[config.mk]
export PLATFORM = sky130hd
export DESIGN_NAME = elevator_door_ctrl
export DESIGN_NICKNAME = d
export VERILOG_FILES = /design/src/rtl/elevator_pkg.sv /design/src/rtl/elevator_door_timer.sv /design/src/rtl/elevator_door_ctrl.sv
export SDC_FILE = /design/constraint.sdc
export NUM_CORES = 1
export LEC_CHECK = 0
export CORE_MARGIN = 1.5
export CORE_UTILIZATION = 40
export CTS_BUF_LIST = sky130_fd_sc_hd__clkbuf_16
export DETAILED_ROUTE_END_ITERATION = 8
export GPL_ROUTABILITY_DRIVEN = 0
export PLACE_DENSITY = 0.62
export SYNTH_ARGS = -nofsm -noshare
export SYNTH_HDL_FRONTEND = slang
export SYNTH_SLANG_ARGS = --single-unit
[constraint.sdc]
create_clock -name clock -period 4.5 [get_ports clock]
set_clock_uncertainty 0.05 [all_clocks]
set_input_delay 0.45 -clock clock [delete_from_list [all_inputs] [get_ports clock]]
set_output_delay 0.45 -clock clock [all_outputs]
set_load 0.01 [all_outputs]
[src/rtl/elevator_pkg.sv]
// Shared encodings and helpers for the per-cab elevator door controller.
package elevator_pkg;

    localparam logic [1:0] ST_CLOSED  = 2'd0;
    localparam logic [1:0] ST_OPENING = 2'd1;
    localparam logic [1:0] ST_OPEN    = 2'd2;
    localparam logic [1:0] ST_CLOSING = 2'd3;

    localparam int unsigned MAX_FLOORS = 64;

    // Width needed to hold floor numbers 0..floors.
    function automatic int unsigned floor_width(input int unsigned floors);
        return $clog2(floors + 1);
    endfunction

    function automatic int unsigned cnt_width(input int unsigned travel, input int unsigned dwell);
        int unsigned m;
        int unsigned w;
        m = (travel > dwell) ? travel : dwell;
        w = $clog2(m);
        return (w < 1) ? 1 : w;
    endfunction

    // One-hot decode of a 1-based floor number; floor 0 or beyond range yields zero.
    function automatic logic [MAX_FLOORS-1:0] floor_onehot(input int unsigned floor);
        if (floor == 0 || floor > MAX_FLOORS) begin
            return '0;
        end
        return MAX_FLOORS'(1) << (floor - 1);
    endfunction

endpackage

[src/rtl/elevator_door_timer.sv]
// Loadable down-counter that stops at zero; load has priority over decrement.
module elevator_door_timer #(
    parameter int unsigned W = 4
) (
    input  logic         clock,
    input  logic         reset,
    input  logic         load,
    input  logic [W-1:0] load_val,
    input  logic         en,
    output logic [W-1:0] cnt,
    output logic         zero
);

    logic [W-1:0] cnt_q;
    logic [W-1:0] cnt_d;

    always_comb begin
        cnt_d = cnt_q;
        if (load) begin
            cnt_d = load_val;
        end else if (en && cnt_q != '0) begin
            cnt_d = cnt_q - W'(1);
        end
    end

    always_ff @(posedge clock) begin
        if (reset) begin
            cnt_q <= '0;
        end else begin
            cnt_q <= cnt_d;
        end
    end

    assign cnt  = cnt_q;
    assign zero = (cnt_q == '0);

endmodule

[src/rtl/elevator_door_ctrl.sv]
// Per-cab door controller: opens at the stopped floor, dwells, closes, and
// reverses a closing door on obstruction or open button.
module elevator_door_ctrl
    import elevator_pkg::*;
#(
    parameter  int unsigned FLOORS       = 6,
    parameter  int unsigned TRAVEL_TICKS = 4,
    parameter  int unsigned DWELL_TICKS  = 10,
    localparam int unsigned FW           = floor_width(FLOORS)
) (
    input  logic              clock,
    input  logic              reset,
    input  logic [FW-1:0]     current_floor,
    input  logic              arrive,
    input  logic              moving,
    input  logic              open_btn,
    input  logic              close_btn,
    input  logic              obstruct,
    output logic [FLOORS-1:0] door,
    output logic              door_open,
    output logic              door_closed,
    output logic [1:0]        state
);

    localparam int unsigned    CW          = cnt_width(TRAVEL_TICKS, DWELL_TICKS);
    localparam logic [CW-1:0]  TRAVEL_LOAD = CW'(TRAVEL_TICKS - 1);
    localparam logic [CW-1:0]  DWELL_LOAD  = CW'(DWELL_TICKS - 1);

    logic [1:0]        state_q, state_d;
    logic [FW-1:0]     lat_floor_q, lat_floor_d;
    logic [FLOORS-1:0] door_q, door_d;
    logic              door_open_q, door_open_d;
    logic              door_closed_q, door_closed_d;

    logic              tmr_load;
    logic [CW-1:0]     tmr_load_val;
    logic              tmr_en;
    logic [CW-1:0]     tmr_cnt;
    logic              tmr_zero;

    logic              floor_ok;
    logic              open_req;
    logic              hold_req;

    assign floor_ok = (current_floor != '0) && (current_floor <= FW'(FLOORS));
    assign open_req = (arrive || open_btn) && !moving && floor_ok;
    assign hold_req = obstruct || open_btn;
    assign tmr_en   = (state_q != ST_CLOSED);

    elevator_door_timer #(
        .W (CW)
    ) u_timer (
        .clock    (clock),
        .reset    (reset),
        .load     (tmr_load),
        .load_val (tmr_load_val),
        .en       (tmr_en),
        .cnt      (tmr_cnt),
        .zero     (tmr_zero)
    );

    // Next-state, timer control and registered output decode.
    always_comb begin
        state_d      = state_q;
        lat_floor_d  = lat_floor_q;
        tmr_load     = 1'b0;
        tmr_load_val = TRAVEL_LOAD;

        case (state_q)
            ST_CLOSED: begin
                if (open_req) begin
                    lat_floor_d  = current_floor;
                    state_d      = ST_OPENING;
                    tmr_load     = 1'b1;
                    tmr_load_val = TRAVEL_LOAD;
                end
            end
            ST_OPENING: begin
                if (tmr_zero) begin
                    state_d      = ST_OPEN;
                    tmr_load     = 1'b1;
                    tmr_load_val = DWELL_LOAD;
                end
            end
            ST_OPEN: begin
                if (hold_req) begin
                    tmr_load     = 1'b1;
                    tmr_load_val = DWELL_LOAD;
                end else if (close_btn || tmr_zero) begin
                    state_d      = ST_CLOSING;
                    tmr_load     = 1'b1;
                    tmr_load_val = TRAVEL_LOAD;
                end
            end
            ST_CLOSING: begin
                // Reopen takes as long as the door has already spent closing.
                if (hold_req) begin
                    state_d      = ST_OPENING;
                    tmr_load     = 1'b1;
                    tmr_load_val = TRAVEL_LOAD - tmr_cnt;
                end else if (tmr_zero) begin
                    state_d = ST_CLOSED;
                end
            end
            default: begin
                state_d = ST_CLOSED;
            end
        endcase

        door_open_d   = (state_d == ST_OPEN);
        door_closed_d = (state_d == ST_CLOSED);
        door_d        = door_closed_d ? '0 : FLOORS'(floor_onehot(32'(lat_floor_d)));
    end

    always_ff @(posedge clock) begin
        if (reset) begin
            state_q       <= ST_CLOSED;
            lat_floor_q   <= FW'(1);
            door_q        <= '0;
            door_open_q   <= 1'b0;
            door_closed_q <= 1'b1;
        end else begin
            state_q       <= state_d;
            lat_floor_q   <= lat_floor_d;
            door_q        <= door_d;
            door_open_q   <= door_open_d;
            door_closed_q <= door_closed_d;
        end
    end

    assign state       = state_q;
    assign door        = door_q;
    assign door_open   = door_open_q;
    assign door_closed = door_closed_q;

endmodule

==> flow_metrics.py <==
metrics = {
    "die": {
        "start_util_pct": 42.3,
        "core_area_sq_um": 2210,
        "floorplan.rows": 17,
        "die_area_sq_um": 2640,
        "top_level_ports": 20,
        "die_x_um": 51.4,
        "die_h_um": 51.4,
    },
    "worst_setup_path": {
        "timing.setup.critical_path_class": "input pin to flop",
        "worst_setup_path_startpoint": "current_floor[2]",
        "critical_path.max_fanout": 10,
        "cp-start-kind": "input pin",
        "critical_path_arrival_ns": 2.94,
        "critical_path.endpoint_type": "flop",
        "regToRegStartpoint": "state[0]",
        "worst-endpoint-required_ns": 4.56,
    },
    "timing": {
        "achievable-frequency_mhz": 347,
        "final.setup.tns_ns": 0,
        "worst_pin_slew_ns": 0.513,
        "finalSetupViolations": 0,
        "slew_headroom_pct": 64.8,
        "clock_period_minus_worst_slack_ns": 2.88,
        "timing.final.max_slew_violations": 0,
        "grt_setup_unrepaired": "no",
        "final-hold-violation-count": 0,
        "final.period_utilization_pct": 64.0,
    },
    "clocking": {
        "cts_tree": "done",
        "clk_pin_slew_ns": 0.05,
        "cts_htree_levels": 1,
        "clock_path_buffers": 2,
        "post-cts-setup-buffer-count": 0,
        "root_buffer": "clkbuf_16",
        "cts_hold_buffers": 0,
        "clk-insertion-delay-late_ns": 0.24,
        "tritoncts.num_buffers": 3,
        "tritoncts_num_sinks": 17,
        "quantity_of_gates_resized_following_cts": 0,
    },
    "final_layout": {
        "finish.instance_area_sq_um": 1220,
        "most_used_cells_in_the_layout_excluding_fill_and_tap_cells": "19 x clkdlybuf4s50_1, 17 x dfxtp_1, 11 x inv_1",
        "num_antenna_cells": 0,
        "final.fill_count": 202,
        "drive_gt1_share_pct": 8.80,
        "design.final.nets": 142,
        "syn2layout_area_growth_pct": 30.9,
        "layout_commonest_cell": "clkdlybuf4s50_1",
    },
    "placement": {
        "postPlaceCellArea_sq_um": 1150,
        "dp.final_hpwl_mm": 1.44,
        "placement.io_buffers": 19,
    },
    "flow_run": {
        "cap_violations": 0,
    },
    "global_route": {
        "grt_overflow_total": 0,
        "groute.usage.overall_pct": 16.3,
        "grt_first_pass_wirelength_mm": 3.31,
        "grt_antenna_before_repair": 0,
        "grt_pass1_vias": 736,
        "pin_count_of_the_biggest_net_entering_global_routing": 11,
    },
    "routing": {
        "drt.antenna.violating_nets": 0,
        "drc_errors": 0,
        "drtPass1Iterations": 4,
        "via_per_inst": 5.23,
        "routed_wl_mm": 1.92,
        "avgRoutedWirePerCell_um": 12.5,
        "drt_iter0_drc": 9,
        "vias": 800,
    },
    "synthesis": {
        "synth_warnings": 0,
        "syn-num-nets": 120,
        "postSynth.asyncResetShare_pct": 0,
        "netlist_area_pre_place_sq_um": 936,
        "synth_cell_type_count": 40,
        "yosys_most_used_dff": "dfxtp_1",
        "synth.yosys.seq_area_share_pct": 36.4,
        "postSynthAreaPerCell_sq_um": 9.00,
        "yosys_register_bits": 17,
        "synth_enable_flop_cells": 0,
        "synth_cells": 104,
    },
    "power_and_ir_drop": {
        "static-leakage-power_uw": 0.000503,
        "post_layout_power_uw": 634,
        "irDropWorstVdd_uv": 285,
        "p_per_area_nw_per_um2": 517,
    },
    "outcome": {
        "run_status": "finished clean",
    },
    "worst_hold_path": {
        "holdCritStartpoint": "u_timer.cnt[3]",
        "min-delay-path-class": "flop to flop",
    },
}
critical path, stage by stage:
cell             delay [ns]
clkdlybuf4s50_1        0.53
or3_1                  0.40
nand4b_4               0.19
mux2i_1                0.50
ha_1                   0.34
nor3_1                 0.07
a211o_1                0.23
o211ai_1               0.16
nor3_1                 0.08
path summary, 6_finish.rpt:
| check | end | slack [ns] | cells past startpoint |
|---|---|---|---|
| hold / removal | u_timer.cnt[3] | 0.43 | 2 |
| setup reg to reg | door[2] | 2.03 | 8 |
| hold reg to reg | u_timer.cnt[3] | 0.43 | 2 |
| setup / recovery | door[2] | 1.62 | 9 |
kinds of logic after synthesis:
group | synth area share [%]
compound gates | 22.5
fa+ha+maj | 8.02
buf+inv | 6.02
flops | 36.4
simple gates | 21.8
mux | 5.35
per-stage QoR:
step           setup WS (ns)  cells  hold WS (ns)  util (%)
2_1_floorplan           2.12    104         0.406         -
3_3_place_gp            1.40    149         0.425      51.8
3_5_place_dp            1.39    149         0.429      51.8
4_1_cts                 1.64    153         0.438      55.4
5_1_grt                 1.38    153         0.449      55.4
6_report                1.62    153         0.433      55.4
layout make-up:
class	count	area, sq um	share of cell area, %
Multi-Input combinational cell	74	539	44.0
Sequential cell	17	340	27.8
Tap cell	28	35.0	2.86
Clock inverter	1	3.75	0.306
Inverter	11	41.3	3.37
Clock buffer	3	75.1	6.13
Timing Repair Buffer	19	190	15.5
state kept, by name (all words and copies together) (netlist names):
name and cells:
door 6, u_timer.cnt 4, lat_floor_q 3, state 2
door_closed 1, door_open 1
layer usage:
metal	routed length, um	global-route usage (%)	vias up
li1	-	-	424
met2	806	24.6	21
met1	1020	24.6	351
met5	0	0	-
met3	61	0	4
met4	28	6.58	0
synthesized netlist by cell type, drive strengths merged (2+ instances only):
| cell | count | area share [%] |
|---|---|---|
| a211oi | 2 | 1.6 |
| a21oi | 4 | 2.1 |
| a221oi | 2 | 2.5 |
| a31oi | 2 | 2.0 |
| and4 | 2 | 2.1 |
| buf | 2 | 1.6 |
| dfxtp | 17 | 36 |
| ha | 6 | 8.0 |
| inv | 11 | 4.4 |
| mux2i | 5 | 5.3 |
| nand2 | 6 | 2.4 |
| nand2b | 2 | 1.3 |
| nand3 | 2 | 1.1 |
| nor2 | 7 | 2.8 |
| nor3 | 8 | 4.8 |
| o21a | 2 | 1.6 |
| o21ai | 6 | 3.2 |
| o21bai | 2 | 1.6 |
| o22ai | 2 | 1.3 |
| or3 | 2 | 1.9 |
power by group:
part           switching [uW]  internal, uW
logic                     137           117
registers                24.7           182
clock network            55.1           118
No activity file was read; power rests on OpenSTA's default activity.
